File: src/rtl/branch_checkpoint_stack_pkg.sv
// branch_checkpoint_stack_pkg: shared sizes, tag type and zero-register constants
package branch_checkpoint_stack_pkg;
  localparam int NUM_BR = 4;
  localparam int HEAD_W = 5;
  typedef logic [1:0] br_tag_t;
  localparam logic [HEAD_W-1:0] ZERO_REG = '0;
  localparam logic [HEAD_W-1:0] ZERO_HEAD = '0;
endpackage

File: src/rtl/branch_checkpoint_stack_br_free_select.sv
// br_free_select: finds the lowest and second-lowest set bits of a free vector
module br_free_select #(
  parameter int N = 4,
  localparam int W = $clog2(N)
) (
  input  logic [N-1:0] free_i,
  output logic [W-1:0] first_o,
  output logic         first_vld_o,
  output logic [W-1:0] second_o,
  output logic         second_vld_o
);
  // scan downwards so the last hit is the lowest and the previous hit the next-lowest
  always_comb begin
    first_o = '0;
    first_vld_o = 1'b0;
    second_o = '0;
    second_vld_o = 1'b0;
    for (int i = N - 1; i >= 0; i--) begin
      if (free_i[i]) begin
        second_o = first_o;
        second_vld_o = first_vld_o;
        first_o = W'(i);
        first_vld_o = 1'b1;
      end
    end
  end
endmodule

File: src/rtl/branch_checkpoint_stack.sv
// branch_checkpoint_stack: per-branch freelist-head checkpoints with mispredict recovery
module branch_checkpoint_stack #(
  parameter int NUM_BR = branch_checkpoint_stack_pkg::NUM_BR
) (
  input  logic              clock,
  input  logic              reset,
  input  logic              id_valid_IRA,
  input  logic              id_valid_IRB,
  input  logic              id_branchA,
  input  logic              id_branchB,
  input  logic              id_allocA,
  input  logic [4:0]        fl_head,
  input  logic              ex_br_resolve_en,
  input  logic [1:0]        ex_br_tag,
  input  logic              ex_br_mispredict,
  output logic [1:0]        br_tagA,
  output logic [1:0]        br_tagB,
  output logic [NUM_BR-1:0] br_mask,
  output logic              br_stall,
  output logic              branch_recovery_en,
  output logic [4:0]        branch_recovery_head,
  output logic [NUM_BR-1:0] br_squash_mask
);
  import branch_checkpoint_stack_pkg::*;
  logic [NUM_BR-1:0] valid_q, valid_d;
  logic [4:0]        head_q [NUM_BR];
  logic [4:0]        head_d [NUM_BR];
  logic [NUM_BR-1:0] older_q [NUM_BR];
  logic [NUM_BR-1:0] older_d [NUM_BR];
  logic              rec_en_q, rec_en_d;
  logic [4:0]        rec_head_q, rec_head_d;
  logic [NUM_BR-1:0] squash_q, squash_d;
  br_tag_t           first, second;
  logic              first_vld, second_vld;
  logic              req_a, req_b, res_v, mis, ok, alloc;
  logic [NUM_BR-1:0] res_oh, oh_a, kill, base;
  logic [4:0]        head_b;
  br_free_select #(.N(NUM_BR)) u_sel (
    .free_i      (~valid_q),
    .first_o     (first),
    .first_vld_o (first_vld),
    .second_o    (second),
    .second_vld_o(second_vld)
  );
  assign req_a   = id_valid_IRA & id_branchA;
  assign req_b   = id_valid_IRA & id_valid_IRB & id_branchB;
  assign res_v   = ex_br_resolve_en & valid_q[ex_br_tag];
  assign mis     = res_v & ex_br_mispredict;
  assign ok      = res_v & ~ex_br_mispredict;
  assign res_oh  = NUM_BR'(1) << ex_br_tag;
  assign br_tagA = first;
  assign br_tagB = req_a ? second : first;
  assign oh_a    = NUM_BR'(1) << br_tagA;
  assign br_stall = ((req_a | req_b) & ~first_vld) | (req_a & req_b & ~second_vld);
  assign alloc   = ~br_stall & ~mis;
  assign head_b  = id_allocA ? fl_head + 5'd1 : fl_head;
  assign base    = valid_q & ~(ok ? res_oh : '0);
  assign br_mask = valid_q;
  assign branch_recovery_en   = rec_en_q;
  assign branch_recovery_head = rec_head_q;
  assign br_squash_mask       = squash_q;
  // the mispredicted entry plus every live entry younger than it
  always_comb begin
    kill = res_oh;
    for (int i = 0; i < NUM_BR; i++) kill[i] = kill[i] | older_q[i][ex_br_tag];
    kill = kill & valid_q;
  end
  // next checkpoint state: resolve first, then same-cycle allocation of A then B
  always_comb begin
    head_d = head_q;
    for (int i = 0; i < NUM_BR; i++) older_d[i] = older_q[i] & ~(ok ? res_oh : '0);
    valid_d = mis ? valid_q & ~kill : base;
    if (alloc && req_a) begin
      valid_d[br_tagA] = 1'b1;
      head_d[br_tagA] = fl_head;
      older_d[br_tagA] = base;
    end
    if (alloc && req_b) begin
      valid_d[br_tagB] = 1'b1;
      head_d[br_tagB] = head_b;
      older_d[br_tagB] = base | (req_a ? oh_a : '0);
    end
    rec_en_d = mis;
    rec_head_d = mis ? head_q[ex_br_tag] : ZERO_REG;
    squash_d = mis ? kill : '0;
  end
  // state registers with reset overriding dispatch, resolve and pending recovery
  always_ff @(posedge clock) begin
    if (reset) begin
      valid_q <= '0;
      for (int i = 0; i < NUM_BR; i++) begin
        head_q[i] <= ZERO_HEAD;
        older_q[i] <= '0;
      end
      rec_en_q <= 1'b0;
      rec_head_q <= ZERO_REG;
      squash_q <= '0;
    end else begin
      valid_q <= valid_d;
      head_q <= head_d;
      older_q <= older_d;
      rec_en_q <= rec_en_d;
      rec_head_q <= rec_head_d;
      squash_q <= squash_d;
    end
  end
endmodule

File: config.mk
export PLATFORM = sky130hd
export DESIGN_NAME = branch_checkpoint_stack
export DESIGN_NICKNAME = d
export VERILOG_FILES = /design/src/rtl/branch_checkpoint_stack_pkg.sv /design/src/rtl/branch_checkpoint_stack_br_free_select.sv /design/src/rtl/branch_checkpoint_stack.sv
export SDC_FILE = /design/constraint.sdc
export NUM_CORES = 1
export LEC_CHECK = 0
export BUFFER_PORTS_ARGS = -buffer_cell sky130_fd_sc_hd__buf_2
export CAP_MARGIN = 15
export CORE_AREA = 4 4 75 77
export CTS_BUF_LIST = sky130_fd_sc_hd__clkbuf_4 sky130_fd_sc_hd__clkbuf_8 sky130_fd_sc_hd__clkbuf_16
export DETAILED_ROUTE_END_ITERATION = 10
export DIE_AREA = 0 0 79 81
export GPL_ROUTABILITY_DRIVEN = 1
export MAX_ROUTING_LAYER = met4
export PLACE_DENSITY = 0.8
export SLEW_MARGIN = 0
export SYNTH_ARGS = -nofsm -noshare
export SYNTH_HDL_FRONTEND = slang
export SYNTH_SLANG_ARGS = --single-unit
File: constraint.sdc
create_clock -name clock -period 5.1 [get_ports clock]
set_input_delay 0.51 -clock clock [delete_from_list [all_inputs] [get_ports clock]]
set_output_delay 0.51 -clock clock [all_outputs]
set_load 0.005 [all_outputs]
==> results.sh <==
export IMPL_run_status="completed"
export IMPL_maxCapViolations=0
export IMPL_postCtsHoldBufs=0
export IMPL_vdd_ir_drop_max_v=0.000109
export IMPL_row_count=26
export IMPL_cts_root_buffer="clkbuf_8"
export IMPL_syn_inst=346
export IMPL_grt_pass1_wl_mm=13.0
export IMPL_final_cell_mix="dfxtp_1, buf_2, nand2_1"
export IMPL_end_kind="flip-flop"
export IMPL_cts_buffers=5
export IMPL_final_setup_skew_ns=0.00402
export IMPL_syn2layout_area_growth_pct=7.51
export IMPL_ys_flop_type="dfxtp_1"
export IMPL_start_util=0.575
export IMPL_crit_arrival_ns=3.18
export IMPL_crit_type="flip-flop to flip-flop"
export IMPL_clk_pin_slew_ns=0.08
export IMPL_grt_max_degree=32
export IMPL_vias=2944
export IMPL_grt_ovfl_total=0
export IMPL_min_period_ns=2.98
export IMPL_worstPathRequired_ns=5.31
export IMPL_netlist_top_cells_area="dfxtp_1, o21ai_0, a21oi_1"
export IMPL_finalPower_mw=0.738
export IMPL_synth_area_um2=2880
export IMPL_placedCellCount=422
export IMPL_cts_tree="done"
export IMPL_drc=0
export IMPL_grt_pass1_vias=2660
export IMPL_nNetsFinal=376
export IMPL_num_antenna_cells=0
export IMPL_track_usage=0.267
export IMPL_core_area_um2=5010
export IMPL_routedWlPerCell_um=18.8
export IMPL_relSlewSlack=0.390
export IMPL_syn_nets=363
export IMPL_p_leak_nw=1.20
export IMPL_finalCritPeriodShare=0.583
export IMPL_dp_slack_ns=1.98
export IMPL_clkSinkCount=46
export IMPL_first_pass_iters=5
export IMPL_worst_pin_slew_ns=0.913
export IMPL_die_y_um=81
export IMPL_ys_async_sr_fraction=0
export IMPL_clockBufferDepth=2
export IMPL_max_freq_mhz=336
export IMPL_hold_path_class="flip-flop to flip-flop"
export IMPL_setup_slack_ns=2.12
export IMPL_mostFrequentLayoutCell="dfxtp_1"
export IMPL_cts_setup_buffers=0
export IMPL_layout_drive_gt1_share=0.175
export IMPL_synth_edf_count=0
export IMPL_ys_warn_count=0
export IMPL_fin_hold_ws_ns=0.455
export IMPL_avgSynthCellArea_um2=8.33
export IMPL_finalHoldViolCount=0
export IMPL_cts_resized=0
export IMPL_htreeDepth=2
export IMPL_crit_fanout=26
export IMPL_hpwl_mm=5.58
export IMPL_gp_congestion=0.942
export IMPL_antenna_found_initial=0
export IMPL_num_io_pins=35
export IMPL_p_per_area_nw_per_um2=238
export IMPL_clock_latency_ns=0.30
export IMPL_drtIter0Drc=397
export IMPL_ys_types=56
export IMPL_die_area_um2=6400
export IMPL_io_buffers=34
export IMPL_rsz0062_at_grt="false"
export IMPL_ys_seq_area_frac=0.319
export IMPL_die_x_um=79
export IMPL_start_kind="flip-flop"
export IMPL_vias_per_cell=6.85
export IMPL_setup_violations=0
export IMPL_postRouteAntennaNets=0
export IMPL_fin_cells=430
export IMPL_synth_area_leader_cell="dfxtp_1"
export IMPL_wl_mm=8.09
export IMPL_tns_ns=0
export IMPL_synth_top_cell_area_share=0.319
export IMPL_ys_seq_elements=46
export IMPL_drv_slew=0
## metal layers
layer	GRT usage	vias up	wire length [µm]
li1	-	1332	-
met1	0.332	1385	3270
met2	0.428	200	3780
met3	0.0488	27	810
met4	0.117	0	234
met5	-	-	0
## final timing paths
check | start | to | slack, ns | cells after the start
max | br_mask[0]$_SDFF_PP0_ | head_q[19]$_SDFF_PP0_ | 2.12 | 6
min | head_q[2]$_SDFF_PP0_ | head_q[2]$_SDFF_PP0_ | 0.46 | 2
max reg2reg | br_mask[0]$_SDFF_PP0_ | head_q[19]$_SDFF_PP0_ | 2.12 | 6
min reg2reg | head_q[2]$_SDFF_PP0_ | head_q[2]$_SDFF_PP0_ | 0.46 | 2
## worst max-delay path: stages (launching register included)
cell,delay [ns]
dfxtp_1,0.61
mux4_2,0.60
nand3_2,0.17
and3_1,0.68
buf_4,0.37
o21ai_0,0.13
a221oi_1,0.30
## layout make-up
class / instances / area, µm²
clock inverter: 1 / 5.00
multi-input combinational: 267 / 1800
fill: 463 / 1910
clock buffer: 7 / 90.1
sequential: 46 / 921
timing repair buffer: 36 / 185
inverter: 3 / 11.3
tap: 70 / 87.6
## report_power, final
group	leakage, nW	total [mW]	internal [mW]	switching [mW]
registers	0.373	0.381	0.370	0.0119
clock network	0.0517	0.237	0.115	0.123
logic	0.773	0.119	0.0450	0.0738
## sequential cells by signal (all words and copies together) (netlist names)
register,flops
older_q,12
head_q,20
branch_recovery_en,1
br_mask,4
br_squash_mask,4
branch_recovery_head,5
## synthesized netlist by cell type, types with 3 or more instances
cell type and number:
a221oi_2 3, nand3_1 17, o211ai_1 3, buf_6 3, nand4_1 5, nor3_1 3
a31oi_1 9, a221oi_1 9, nor2_1 15, o21ai_0 27, dfxtp_1 46, and3_1 16
clkbuf_1 13, buf_1 3, nand2_1 31, nor2b_1 7, o21ai_1 7, nor3b_1 3
xor2_1 4, and2_1 12, buf_2 10, a21oi_1 24, mux4_1 4, a211oi_1 7
a22oi_1 6, a21o_1 5, or2_2 3, a31o_2 5, mux2i_1 6, a311oi_1 4
nand2b_1 5, inv_1 3
## logic make-up after synthesis
kind of cell / Yosys count / share of synthesized area
adders and majority gates: 1 / 0.00434
buffers and inverters: 33 / 0.0564
muxes: 13 / 0.0768
xor gates and xnor gates: 6 / 0.0182
DFF: 46 / 0.319
and+or+nand+nor: 123 / 0.229
AOI/OAI and AO/OA: 124 / 0.296
## metrics by stage
| stage | cell area (µm²) | utilization |
|---|---|---|
| floorplan | 2880 | - |
| global placement | 3000 | 0.600 |
| detailed placement | 3000 | 0.600 |
| CTS | 3100 | 0.619 |
| global route | 3100 | 0.619 |
| finish | 3100 | 0.619 |
Power figures use the tool's default switching activity.
